## src/rtl/ysyx_25020037_alu_arb.sv

```systemverilog
// Two-requester arbiter in front of the shared core ALU.
// One issue slot drives the ALU and each requester has a one-entry response buffer.
module ysyx_25020037_alu_arb #(
  parameter int XLEN  = 32,
  parameter int OP_W  = 17,
  parameter int RR_EN = 1
) (
  input  logic              clock,
  input  logic              reset_n,
  input  logic              m0_req_valid,
  output logic              m0_req_ready,
  input  logic [OP_W-1:0]   m0_req_op,
  input  logic              m0_req_dbl,
  input  logic [4*XLEN-1:0] m0_req_src,
  output logic              m0_rsp_valid,
  input  logic              m0_rsp_ready,
  output logic [XLEN-1:0]   m0_rsp_result1,
  output logic              m0_rsp_result2,
  input  logic              m1_req_valid,
  output logic              m1_req_ready,
  input  logic [OP_W-1:0]   m1_req_op,
  input  logic              m1_req_dbl,
  input  logic [4*XLEN-1:0] m1_req_src,
  output logic              m1_rsp_valid,
  input  logic              m1_rsp_ready,
  output logic [XLEN-1:0]   m1_rsp_result1,
  output logic              m1_rsp_result2,
  output logic [OP_W-1:0]   alu_op,
  output logic              alu_double_cal,
  output logic [XLEN-1:0]   alu_src1,
  output logic [XLEN-1:0]   alu_src2,
  output logic [XLEN-1:0]   alu_src3,
  output logic [XLEN-1:0]   alu_src4,
  input  logic [XLEN-1:0]   alu_result1,
  input  logic              alu_result2,
  output logic              busy
);

  // Handshake: a transfer happens on a rising edge where valid & ready are both 1;
  // valid holds its payload until that edge, and ready may depend on valid.

  logic              iss_v_q, iss_v_d;
  logic              iss_own_q, iss_own_d;
  logic [OP_W-1:0]   iss_op_q, iss_op_d;
  logic              iss_dbl_q, iss_dbl_d;
  logic [4*XLEN-1:0] iss_src_q, iss_src_d;
  logic              rsp0_v_q, rsp0_v_d;
  logic [XLEN-1:0]   rsp0_r1_q, rsp0_r1_d;
  logic              rsp0_r2_q, rsp0_r2_d;
  logic              rsp1_v_q, rsp1_v_d;
  logic [XLEN-1:0]   rsp1_r1_q, rsp1_r1_d;
  logic              rsp1_r2_q, rsp1_r2_d;
  logic              last_grant_q, last_grant_d;

  logic              rr_mode;
  logic              rsp_pop0, rsp_pop1;
  logic              own_v, own_pop;
  logic              iss_adv, slot_free;
  logic              grant_m1;
  logic              acc0, acc1;
  logic [4*XLEN-1:0] src_g;

  assign rr_mode = (RR_EN != 0);

  always_comb begin
    rsp_pop0  = rsp0_v_q & m0_rsp_ready;
    rsp_pop1  = rsp1_v_q & m1_rsp_ready;
    own_v     = iss_own_q ? rsp1_v_q : rsp0_v_q;
    own_pop   = iss_own_q ? rsp_pop1 : rsp_pop0;
    iss_adv   = iss_v_q & (~own_v | own_pop);
    slot_free = ~iss_v_q | iss_adv;
    // On a tie, round-robin hands the slot to whoever did not win last time.
    grant_m1  = m1_req_valid & (~m0_req_valid | (rr_mode & ~last_grant_q));
  end

  // Ready is gated by reset so nothing handshakes while the block is held.
  assign m0_req_ready = reset_n & slot_free & ~grant_m1;
  assign m1_req_ready = reset_n & slot_free & grant_m1;
  assign acc0         = m0_req_valid & m0_req_ready;
  assign acc1         = m1_req_valid & m1_req_ready;

  always_comb begin
    iss_v_d      = iss_v_q;
    iss_own_d    = iss_own_q;
    iss_op_d     = iss_op_q;
    iss_dbl_d    = iss_dbl_q;
    iss_src_d    = iss_src_q;
    last_grant_d = last_grant_q;
    if (acc0 | acc1) begin
      iss_v_d      = 1'b1;
      iss_own_d    = acc1;
      iss_op_d     = acc1 ? m1_req_op  : m0_req_op;
      iss_dbl_d    = acc1 ? m1_req_dbl : m0_req_dbl;
      iss_src_d    = acc1 ? m1_req_src : m0_req_src;
      last_grant_d = acc1;
    end else if (iss_adv) begin
      iss_v_d = 1'b0;
    end
  end

  // A write into a buffer wins over a pop of the same buffer in the same cycle.
  always_comb begin
    rsp0_v_d  = rsp0_v_q;
    rsp0_r1_d = rsp0_r1_q;
    rsp0_r2_d = rsp0_r2_q;
    rsp1_v_d  = rsp1_v_q;
    rsp1_r1_d = rsp1_r1_q;
    rsp1_r2_d = rsp1_r2_q;
    if (iss_adv && !iss_own_q) begin
      rsp0_v_d  = 1'b1;
      rsp0_r1_d = alu_result1;
      rsp0_r2_d = alu_result2;
    end else if (rsp_pop0) begin
      rsp0_v_d = 1'b0;
    end
    if (iss_adv && iss_own_q) begin
      rsp1_v_d  = 1'b1;
      rsp1_r1_d = alu_result1;
      rsp1_r2_d = alu_result2;
    end else if (rsp_pop1) begin
      rsp1_v_d = 1'b0;
    end
  end

  always_ff @(posedge clock or negedge reset_n) begin
    if (!reset_n) begin
      iss_v_q      <= 1'b0;
      iss_own_q    <= 1'b0;
      iss_op_q     <= '0;
      iss_dbl_q    <= 1'b0;
      iss_src_q    <= '0;
      rsp0_v_q     <= 1'b0;
      rsp0_r1_q    <= '0;
      rsp0_r2_q    <= 1'b0;
      rsp1_v_q     <= 1'b0;
      rsp1_r1_q    <= '0;
      rsp1_r2_q    <= 1'b0;
      last_grant_q <= 1'b1;
    end else begin
      iss_v_q      <= iss_v_d;
      iss_own_q    <= iss_own_d;
      iss_op_q     <= iss_op_d;
      iss_dbl_q    <= iss_dbl_d;
      iss_src_q    <= iss_src_d;
      rsp0_v_q     <= rsp0_v_d;
      rsp0_r1_q    <= rsp0_r1_d;
      rsp0_r2_q    <= rsp0_r2_d;
      rsp1_v_q     <= rsp1_v_d;
      rsp1_r1_q    <= rsp1_r1_d;
      rsp1_r2_q    <= rsp1_r2_d;
      last_grant_q <= last_grant_d;
    end
  end

  // The ALU sees all-zero inputs whenever the slot is empty.
  assign src_g          = iss_v_q ? iss_src_q : '0;
  assign alu_op         = iss_v_q ? iss_op_q : '0;
  assign alu_double_cal = iss_v_q & iss_dbl_q;
  assign alu_src1       = src_g[XLEN-1:0];
  assign alu_src2       = src_g[2*XLEN-1:XLEN];
  assign alu_src3       = src_g[3*XLEN-1:2*XLEN];
  assign alu_src4       = src_g[4*XLEN-1:3*XLEN];

  assign m0_rsp_valid   = rsp0_v_q;
  assign m0_rsp_result1 = rsp0_r1_q;
  assign m0_rsp_result2 = rsp0_r2_q;
  assign m1_rsp_valid   = rsp1_v_q;
  assign m1_rsp_result1 = rsp1_r1_q;
  assign m1_rsp_result2 = rsp1_r2_q;
  assign busy           = iss_v_q | rsp0_v_q | rsp1_v_q;

endmodule
```

## config.mk

```make
export PLATFORM = sky130hd
export DESIGN_NAME = ysyx_25020037_alu_arb
export DESIGN_NICKNAME = d
export VERILOG_FILES = /design/src/rtl/ysyx_25020037_alu_arb.sv
export SDC_FILE = /design/constraint.sdc
export NUM_CORES = 1
export LEC_CHECK = 0
export BUFFER_PORTS_ARGS = -buffer_cell sky130_fd_sc_hd__buf_2
export CELL_PAD_IN_SITES_DETAIL_PLACEMENT = 1
export CELL_PAD_IN_SITES_GLOBAL_PLACEMENT = 2
export CORE_AREA = 3 3 214 216
export CTS_BUF_LIST = sky130_fd_sc_hd__clkbuf_16
export CTS_CLUSTER_SIZE = 14
export DETAILED_ROUTE_END_ITERATION = 12
export DIE_AREA = 0 0 217 219
export GPL_TIMING_DRIVEN = 0
export PLACE_DENSITY = 0.77
export SLEW_MARGIN = 20
export SYNTH_ARGS = -nofsm -noshare
export SYNTH_HDL_FRONTEND = slang
export SYNTH_SLANG_ARGS = --single-unit
export TNS_END_PERCENT = 20
```

## constraint.sdc

```tcl
create_clock -name clock -period 4.2 [get_ports clock]
set_input_delay 0.42 -clock clock [delete_from_list [all_inputs] [get_ports clock]]
set_output_delay 0.42 -clock clock [all_outputs]
set_load 0.03 [all_outputs]
```

==> flow_metrics.env, run 1 <==
export IMPL_wl_per_cell_um=20.46
export IMPL_p_leak_nw=7.290
export IMPL_drv_cap=0
export IMPL_holdPathEnd="iss_src_q[91]$_DFFE_PN0P_"
export IMPL_start_util=0.2277
export IMPL_rows=77
export IMPL_worstPathMaxFanout=72
export IMPL_status="finished clean"
export IMPL_first_pass_iters=5
export IMPL_hpwl_um=32330
export IMPL_cts_sinks=217
export IMPL_post_route_cells_drive_above_1_share=0.4993
export IMPL_tns_ns=0
export IMPL_gp_congestion=0.8375
export IMPL_pin_count=548
export IMPL_tightest_slew_ns=0.8608
export IMPL_first_global_vias=9881
export IMPL_crit_path_start_kind="input pin"
export IMPL_syn_nets=1146
export IMPL_r2r_slack_ns=1.88
export IMPL_die_y_um=219
export IMPL_finalHoldViolations=0
export IMPL_vias_per_cell=4.498
export IMPL_arrival_ns=3.20
export IMPL_grt_first_pass_wirelength_um=60400
export IMPL_crit_path_end_kind="output pin"
export IMPL_period_minus_slack_ns=3.617
export IMPL_achievable_frequency_mhz=276.5
export IMPL_clock_latency_ns=0.53
export IMPL_place_inst=1956
export IMPL_worstReg2RegEnd="iss_src_q[92]$_DFFE_PN0P_"
export IMPL_r2r_cells=6
export IMPL_vias=9014
export IMPL_synthCells=815
export IMPL_num_fill_cells=5138
export IMPL_post_route_period_util=0.8611
export IMPL_ys_seq_area_frac=0.5405
export IMPL_drc=0
export IMPL_syn_avg_cell_area_um2=12.33
export IMPL_core_um2=44120
export IMPL_required_ns=3.78
export IMPL_min_delay_start="m0_req_src[91]"
export IMPL_cts_buffers=25
export IMPL_dr_first_iter_drc_count=387
export IMPL_critPathKind="input pin to output pin"
export IMPL_clockBufferDepth=3
export IMPL_ys_seq_elements=217
export IMPL_r2r_start="iss_v_q$_DFFE_PN0P_"
export IMPL_io_buffers=547
export IMPL_ant_nets=0
export IMPL_vdd_drop_max_mv=0.3601
export IMPL_grt_antenna_before_repair=6
export IMPL_worstHoldPathCells=2
export IMPL_ys_warn_count=0
export IMPL_rsz0062_at_grt="false"
export IMPL_instances_no_fill=2004
export IMPL_syn_area_um2=10050
export IMPL_die_w_um=217
export IMPL_gr_total_overflow=0
export IMPL_yosysUniqueCellTypes=24
export IMPL_skew_ns=0.008610
export IMPL_root_buffer="clkbuf_16"
export IMPL_grt_start_max_net_pins=88
export IMPL_relSlewSlack=0.4261
export IMPL_grt_use_total=0.1638
export IMPL_clk_pin_slew_ns=0.07
export IMPL_dieArea_um2=47520
export IMPL_area_delta_synth_final_pct=42.50
export IMPL_htreeDepth=1
export IMPL_tritoncts="yes"
export IMPL_finalSetupViolCount=0
export IMPL_wl_um=41010
export IMPL_cts_setup_buffers=0
export IMPL_maxSlewViolCount=0
export IMPL_power_density_nw_per_um2=563.6
export IMPL_fin_nets=1723
export IMPL_holdCritPathClass="input pin to flip-flop"
## routing by layer
layer / vias to the layer above / share of wire / global-route usage
li1: 4095 / - / -
met1: 4501 / 0.40 / 0.1979
met2: 351 / 0.50 / 0.2912
met3: 63 / 0.072 / 0.03863
met4: 4 / 0.026 / 0.04631
met5: - / 0.00059 / 0
## cells in the final DEF, fill, tap and decap left out, types with 7 or more instances in the layout
master / Yosys / routed
buf_2: 33 / 579
and2_1: 292 / 292
dfrtp_1: 216 / 216
a221o_1: 146 / 146
mux2_2: 66 / 66
clkbuf_16: 0 / 25
clkbuf_1: 24 / 24
buf_6: 12 / 12
inv_1: 2 / 8
clkinv_2: 0 / 7
## report_power, final
group | internal (W) | switching [W]
clock network | 0.00107 | 0.000873
registers | 0.00271 | 0.000327
logic | 0.00115 | 0.00193
## worst max path at each step
| stage | start | end | cells after the start |
|---|---|---|---|
| floorplan | m0_rsp_valid$_DFFE_PN0P_ | m1_req_ready | 4 |
| global placement | reset_n | iss_src_q[92]$_DFFE_PN0P_ | 7 |
| detailed placement | reset_n | iss_src_q[92]$_DFFE_PN0P_ | 8 |
| global route | reset_n | m1_req_ready | 8 |
| finish | reset_n | m1_req_ready | 8 |
| CTS | reset_n | m1_req_ready | 8 |
## synth_stat cells, drive strengths merged
| cell | instances | area (µm²) |
|---|---|---|
| or3 | 1 | 6.260 |
| and4b | 1 | 11.26 |
| dfrtp | 216 | 5405 |
| buf | 47 | 315.3 |
| o211ai | 1 | 12.51 |
| clkbuf | 25 | 95.09 |
| nor2b | 2 | 12.51 |
| dfstp | 1 | 26.28 |
| inv | 2 | 7.510 |
| nand2 | 4 | 15.01 |
| and4bb | 1 | 16.27 |
| a21bo | 1 | 10.01 |
| a21o | 2 | 15.01 |
| nand2b | 3 | 18.77 |
| nor4 | 1 | 21.27 |
| o2111a | 1 | 11.26 |
| a221o | 146 | 1461 |
| mux2 | 66 | 743.2 |
| and2 | 292 | 1827 |
| and3 | 1 | 6.260 |
| nor2 | 1 | 11.26 |
## sequential cells by signal (all words and copies together), names as in the netlist, 17 cells and up
signal and cells:
iss_src_q 128, m0_rsp_result1 32, m1_rsp_result1 32, iss_op_q 17
## area by class of cell
| cell class | count | area [µm²] | area share |
|---|---|---|---|
| clock buffers | 25 | 625.6 | 0.04369 |
| plain buffers | 72 | 410.4 | 0.02866 |
| diodes | 4 | 10.01 | 0.0006991 |
| well taps | 592 | 740.7 | 0.05173 |
| inverters | 2 | 7.507 | 0.0005243 |
| multi-input cells | 524 | 4199 | 0.2933 |
| flip-flops and latches | 217 | 5431 | 0.3793 |
| clock inverters | 18 | 81.33 | 0.005680 |
| repair buffers | 550 | 2813 | 0.1964 |
## per-stage QoR
stage | setup WS [ns] | util | hold WS (ns) | cell area [µm²] | total power [W]
global placement | -2.430 | 0.3066 | 0.4844 | 13530 | 0.006118
CTS | 0.5045 | 0.3243 | 0.08531 | 14310 | 0.008185
global route | 0.3103 | 0.3244 | 0.1024 | 14310 | 0.008524
floorplan | 2.348 | - | 0.1244 | 10050 | 0.005039
detailed placement | 1.037 | 0.3080 | 0.4014 | 13590 | 0.006190
finish | 0.5832 | 0.3245 | 0.1205 | 14320 | 0.008071
## critical path: stages
cell           delay (ns)
dlygate4sd3_1        0.57
buf_8                0.42
buf_16               0.35
inv_1                0.13
nor4_4               0.46
clkbuf_2             0.28
buf_4                0.21
buf_2                0.23
## cells by family after synthesis
family | Yosys count | synth area share
DFF | 217 | 0.5405
buffers and inverters | 74 | 0.04159
and+or+nand+nor | 307 | 0.1936
muxes | 66 | 0.07396
AOI/OAI and AO/OA | 151 | 0.1503
## repair_timing
item,CTS,global route
hold endpoints to repair,62,0
resized for setup,0,0
setup endpoints to repair,0,0
hold buffers,1,0
No activity file was read; power rests on OpenSTA's default activity.
==> run 2: changes to the inputs <==
--- a/config.mk
+++ b/config.mk
@@ -8,11 +8,11 @@
 export BUFFER_PORTS_ARGS = -buffer_cell sky130_fd_sc_hd__buf_2
 export CELL_PAD_IN_SITES_DETAIL_PLACEMENT = 1
 export CELL_PAD_IN_SITES_GLOBAL_PLACEMENT = 2
-export CORE_AREA = 3 3 214 216
+export CORE_AREA = 2 2 213 215
 export CTS_BUF_LIST = sky130_fd_sc_hd__clkbuf_16
 export CTS_CLUSTER_SIZE = 14
 export DETAILED_ROUTE_END_ITERATION = 12
-export DIE_AREA = 0 0 217 219
+export DIE_AREA = 0 0 215 217
 export GPL_TIMING_DRIVEN = 0
 export PLACE_DENSITY = 0.77
 export SLEW_MARGIN = 20
==> run 2 against run 1 <==
  * Sequential share of layout area decreased by 0.30 points
  * Total power is 2.8% higher
  * Cell count is 0.55% higher
  * Clock skew rose by 0.0074 ns
  * Worst hold slack got worse by 0.0058 ns
  * Largest cell class unchanged
  * Largest power group unchanged
==> flow_metrics.env, run 2 (same netlist as run 1, synthesis figures left out) <==
export IMPL_hpwl_um=31170
export IMPL_instances_no_fill=2015
export IMPL_min_delay_start="m0_req_src[18]"
export IMPL_drc=0
export IMPL_post_route_period_util=0.8743
export IMPL_worstPathMaxFanout=82
export IMPL_cts_setup_buffers=0
export IMPL_holdPathEnd="iss_src_q[18]$_DFFE_PN0P_"
export IMPL_dieArea_um2=46660
export IMPL_die_y_um=217
export IMPL_path_cells="dlygate4sd3_1 -> buf_8 -> buf_16 -> inv_1 -> nor4_4 -> clkbuf_2 -> buf_4 -> buf_2"
export IMPL_tritoncts="yes"
export IMPL_skew_ns=0.01602
export IMPL_timing_hold_ws_ns=0.1147
export IMPL_vias=9034
export IMPL_grt_first_pass_wirelength_um=60590
export IMPL_cts_sinks=217
export IMPL_first_global_vias=9907
export IMPL_wl_um=40110
export IMPL_tightest_slew_ns=0.6195
export IMPL_final_common_cell="buf_2"
export IMPL_crit_path_start_kind="input pin"
export IMPL_finalInstanceArea_um2=14430
export IMPL_arrival_ns=3.25
export IMPL_largest_register_ffs=128
export IMPL_wl_per_cell_um=19.91
export IMPL_postCtsResizedCells=0
export IMPL_cpPeakStageDelay_ns=0.57
export IMPL_worstHoldPathCells=2
export IMPL_dr_first_iter_drc_count=432
export IMPL_fin_util=0.3229
export IMPL_gp_congestion=0.8448
export IMPL_first_pass_iters=5
export IMPL_die_w_um=215
export IMPL_r2r_cells=6
export IMPL_ant_nets=0
export IMPL_r2r_start="iss_v_q$_DFFE_PN0P_"
export IMPL_finalHoldViolations=0
export IMPL_period_minus_slack_ns=3.672
export IMPL_power_density_nw_per_um2=574.8
export IMPL_rsz0062_at_grt="false"
export IMPL_vdd_drop_max_mv=0.3102
export IMPL_pin_count=548
export IMPL_rows=78
export IMPL_clockBufferDepth=3
export IMPL_achievable_frequency_mhz=272.3
export IMPL_gr_total_overflow=0
export IMPL_p_leak_nw=7.328
export IMPL_maxSlewViolCount=0
export IMPL_critPathKind="input pin to output pin"
export IMPL_finalSetupViolCount=0
export IMPL_status="finished clean"
export IMPL_io_buffers=547
export IMPL_start_util=0.2248
export IMPL_clock_latency_ns=0.53
export IMPL_place_inst=1964
export IMPL_vias_per_cell=4.483
export IMPL_grt_use_total=0.1661
export IMPL_core_um2=44700
export IMPL_layout_common_cells="buf_2 (579), and2_1 (292), dfrtp_1 (216)"
export IMPL_largest_register="iss_src_q"
export IMPL_holdCritPathClass="input pin to flip-flop"
export IMPL_area_delta_synth_final_pct=43.64
export IMPL_relSlewSlack=0.5870
export IMPL_post_route_cells_drive_above_1_share=0.5004
export IMPL_r2r_slack_ns=1.94
export IMPL_root_buffer="clkbuf_16"
export IMPL_crit_path_end_kind="output pin"
export IMPL_grt_start_max_net_pins=86
export IMPL_clk_pin_slew_ns=0.06
export IMPL_cp_slowest_cell="dlygate4sd3_1"
export IMPL_cts_buffers=26
export IMPL_fin_nets=1724
export IMPL_grt_antenna_before_repair=5
export IMPL_required_ns=3.78
export IMPL_htreeDepth=1
export IMPL_worstReg2RegEnd="iss_src_q[101]$_DFFE_PN0P_"
export IMPL_place_area_um2=13600
export IMPL_drv_cap=0
-- run 2: timing repair --
item                                    CTS  global route
hold endpoints to repair                 54             0
hold buffers                              1             0
endpoints found under the setup margin    0             0
-- run 2: routing by layer --
metal	global-route usage	wire length (µm)	part of all wire
met1	0.2062	16530	0.41
met2	0.2875	19760	0.49
met3	0.03774	2780	0.069
met4	0.05034	1035	0.026
met5	0	11	0.00027
-- run 2: metrics by stage --
step,setup WS (ns),total power [W],TNS (ns)
after floorplan,2.348,0.005039,0
after global placement,-2.487,0.006112,-642.68
after detailed placement,1.051,0.006192,0
after CTS,0.5067,0.008417,0
after global routing,0.3257,0.008731,0
final,0.5278,0.008296,0
-- run 2: worst max-delay path by stage --
stage	from	to	slack, ns	depth (start not counted)
after floorplan	m0_rsp_valid$_DFFE_PN0P_	m1_req_ready	2.35	4
after detailed placement	reset_n	iss_src_q[98]$_DFFE_PN0P_	1.05	8
after global placement	reset_n	iss_src_q[93]$_DFFE_PN0P_	-2.49	7
after global routing	reset_n	m1_req_ready	0.33	8
after CTS	reset_n	m1_req_ready	0.51	8
final	reset_n	m1_req_ready	0.53	8
-- run 2: area by class of cell --
| cell class | instances | area, µm² |
|---|---|---|
| Buffer | 72 | 411.6 |
| Clock inverter | 19 | 135.1 |
| Multi-Input combinational cell | 524 | 4199 |
| Timing Repair Buffer | 550 | 2813 |
| Inverter | 2 | 7.507 |
| Fill cell | 5212 | 30260 |
| Sequential cell | 217 | 5431 |
| Tap cell | 600 | 750.7 |
| Clock buffer | 27 | 675.6 |
| Antenna cell | 4 | 10.01 |
-- run 2: critical path, delay by kind of cell --
family	cells	cell delay, ns
buf+inv	7	2.17
simple gates	1	0.49
-- run 2: where the power goes --
group	switching (W)	total [W]	internal (W)
registers	0.000324	0.00304	0.00271
logic	0.00194	0.00309	0.00115
clock network	0.000893	0.00217	0.00127
total	0.00315	0.00830	0.00514
==> run 3: changes to the inputs <==
--- a/config.mk
+++ b/config.mk
@@ -8,13 +8,13 @@
 export BUFFER_PORTS_ARGS = -buffer_cell sky130_fd_sc_hd__buf_2
 export CELL_PAD_IN_SITES_DETAIL_PLACEMENT = 1
 export CELL_PAD_IN_SITES_GLOBAL_PLACEMENT = 2
-export CORE_AREA = 2 2 213 215
+export CORE_AREA = 2 2 214 216
 export CTS_BUF_LIST = sky130_fd_sc_hd__clkbuf_16
 export CTS_CLUSTER_SIZE = 14
 export DETAILED_ROUTE_END_ITERATION = 12
-export DIE_AREA = 0 0 215 217
+export DIE_AREA = 0 0 216 218
 export GPL_TIMING_DRIVEN = 0
-export PLACE_DENSITY = 0.77
+export PLACE_DENSITY = 0.76
 export SLEW_MARGIN = 20
 export SYNTH_ARGS = -nofsm -noshare
 export SYNTH_HDL_FRONTEND = slang
==> constraint.sdc (replaced) <==
create_clock -name clock -period 3.48 [get_ports clock]
set_input_delay 0.348 -clock clock [delete_from_list [all_inputs] [get_ports clock]]
set_output_delay 0.348 -clock clock [all_outputs]
set_load 0.03 [all_outputs]
==> run 3 against run 2 <==
  * Cell count rose by 0.55%
  * Sequential share of layout area fell by 0.18 points
  * Design area rose by 0.47%
  * Count of clock-buffer cells in the layout did not move
  * Via count rose by 0.87%
  * Non-clock buffer count rose by 2
  * Largest power group unchanged
  * Utilization barely moved
==> flow_metrics.env, run 3 (same netlist as run 1, synthesis figures left out) <==
export IMPL_vdd_drop_max_mv=0.3801
export IMPL_place_area_um2=13600
export IMPL_drv_cap=0
export IMPL_cts_hold_buf=3
export IMPL_power_density_nw_per_um2=692.0
export IMPL_grt_first_pass_wirelength_um=61240
export IMPL_clk_pin_slew_ns=0.07
export IMPL_finalInstanceArea_um2=14500
export IMPL_relSlewSlack=0.4135
export IMPL_skew_ns=0.01812
export IMPL_path_cells="dlygate4sd3_1 -> buf_8 -> buf_16 -> inv_1 -> nor4_4 -> clkbuf_2 -> buf_4 -> buf_2"
export IMPL_grt_start_max_net_pins=88
export IMPL_rows=78
export IMPL_critPathTopFamily="buffers and inverters"
export IMPL_postCtsResizedCells=0
export IMPL_p_leak_nw=7.339
export IMPL_first_global_vias=9964
export IMPL_rsz0062_at_grt="false"
export IMPL_cpPeakStageDelay_ns=0.57
export IMPL_total_power_w=0.01004
export IMPL_p_clk_frac=0.265
export IMPL_largest_register="iss_src_q"
export IMPL_instances_no_fill=2026
export IMPL_maxSlewViolCount=0
export IMPL_layout_common_cells="buf_2 (579), and2_1 (292), dfrtp_1 (216)"
export IMPL_dr_first_iter_drc_count=485
export IMPL_core_um2=44890
export IMPL_cp_depth=8
export IMPL_cp_slowest_cell="dlygate4sd3_1"
export IMPL_r2r_cells=6
export IMPL_grt_use_total=0.1681
export IMPL_pin_count=548
export IMPL_htreeDepth=1
export IMPL_tns_ns=0
export IMPL_gp_congestion=0.8097
export IMPL_place_inst=1964
export IMPL_crit_path_start_kind="input pin"
export IMPL_critical_path_buf_inv_count=7
export IMPL_hpwl_um=31880
export IMPL_cts_sinks=217
export IMPL_tritoncts="yes"
export IMPL_largest_register_ffs=128
export IMPL_finalSetupViolCount=0
export IMPL_pwr_share_seq=0.365
export IMPL_area_delta_synth_final_pct=44.32
export IMPL_cts_setup_buffers=0
export IMPL_finalHoldViolations=0
export IMPL_arrival_ns=2.75
export IMPL_post_route_cells_drive_above_1_share=0.5014
export IMPL_achievable_frequency_mhz=322.3
export IMPL_die_y_um=218
export IMPL_dieArea_um2=47090
export IMPL_die_w_um=216
export IMPL_gr_total_overflow=0
export IMPL_status="finished clean"
export IMPL_critPathKind="input pin to output pin"
export IMPL_clock_latency_ns=0.54
export IMPL_fin_util=0.3230
export IMPL_worstHoldPathCells=2
export IMPL_p_sw_frac=0.3806
export IMPL_ant_nets=0
export IMPL_cts_buffers=26
export IMPL_first_pass_iters=4
export IMPL_grt_antenna_before_repair=13
export IMPL_p_int_w=0.006216
export IMPL_drc=0
export IMPL_worstPathMaxFanout=67
export IMPL_vias=9113
export IMPL_root_buffer="clkbuf_16"
export IMPL_fin_nets=1726
export IMPL_tightest_slew_ns=0.8798
export IMPL_crit_path_end_kind="output pin"
export IMPL_wl_um=40780
export IMPL_clockBufferDepth=3
export IMPL_final_common_cell="buf_2"
export IMPL_vias_per_cell=4.498
export IMPL_power_frac_comb=0.370
export IMPL_holdCritPathClass="input pin to flip-flop"
export IMPL_switchingPower_w=0.003819
export IMPL_period_minus_slack_ns=3.103
export IMPL_start_util=0.2238
export IMPL_io_buffers=547
export IMPL_wl_per_cell_um=20.13
export IMPL_post_route_period_util=0.8915
export IMPL_required_ns=3.13
[run 3: metal layers]
metal / share of wire / vias up / wire (µm) / track usage
met2: 0.50 / 385 / 20300 / 0.2892
met5: 0.00074 / - / 30 / 0
li1: - / 4121 / - / -
met1: 0.40 / 4536 / 16170 / 0.2058
met3: 0.081 / 67 / 3292 / 0.04338
met4: 0.024 / 4 / 981 / 0.05274
[run 3: cell type report]
type	count	area, µm²
diodes	12	30.03
flip-flops and latches	217	5431
clock buffers	27	675.6
inverters	2	7.507
repair buffers	552	2850
multi-input cells	524	4199
plain buffers	72	410.4
clock inverters	20	146.4
well taps	600	750.7
fillers	5199	30390
[run 3: path summary, 6_finish.rpt]
path,from,to,slack (ns)
worst max-delay path,reset_n,m1_req_ready,0.38
worst min-delay path,m0_req_src[92],iss_src_q[92]$_DFFE_PN0P_,0.04
worst max register to register,iss_v_q$_DFFE_PN0P_,iss_src_q[15]$_DFFE_PN0P_,1.24
worst min register to register,m0_rsp_result1[23]$_DFFE_PN0P_,m0_rsp_result1[23]$_DFFE_PN0P_,0.50
max in group asynchronous,reset_n,iss_src_q[2]$_DFFE_PN0P_,2.28
min in group asynchronous,reset_n,m1_rsp_result1[14]$_DFFE_PN0P_,0.38
[run 3: worst reg2reg max path: cells and delay by family, from the launching register on]
family	cells	cell delay, ns
AOI/OAI and AO/OA	1	0.13
buffers and inverters	2	0.73
DFF	1	0.45
and+or+nand+nor	3	0.87
[run 3: through the flow]
| stage | hold slack, ns | setup WS [ns] |
|---|---|---|
| after floorplan | 0.05241 | 1.666 |
| after global placement | 0.4835 | -3.133 |
| after detailed placement | 0.3230 | 0.3787 |
| after CTS | 0.0008611 | 0.3007 |
| after global routing | 0.009926 | 0.1824 |
| final | 0.03669 | 0.3775 |
[run 3: power groups by stage]
stage | logic (W) | registers [W] | clock network [W]
2_1_floorplan | 0.00169 | 0.00439 | 0
3_3_place_gp | 0.00370 | 0.00366 | 0
3_5_place_dp | 0.00375 | 0.00370 | 0
4_1_cts | 0.00376 | 0.00366 | 0.00275
5_1_grt | 0.00395 | 0.00377 | 0.00286
6_report | 0.00371 | 0.00366 | 0.00266
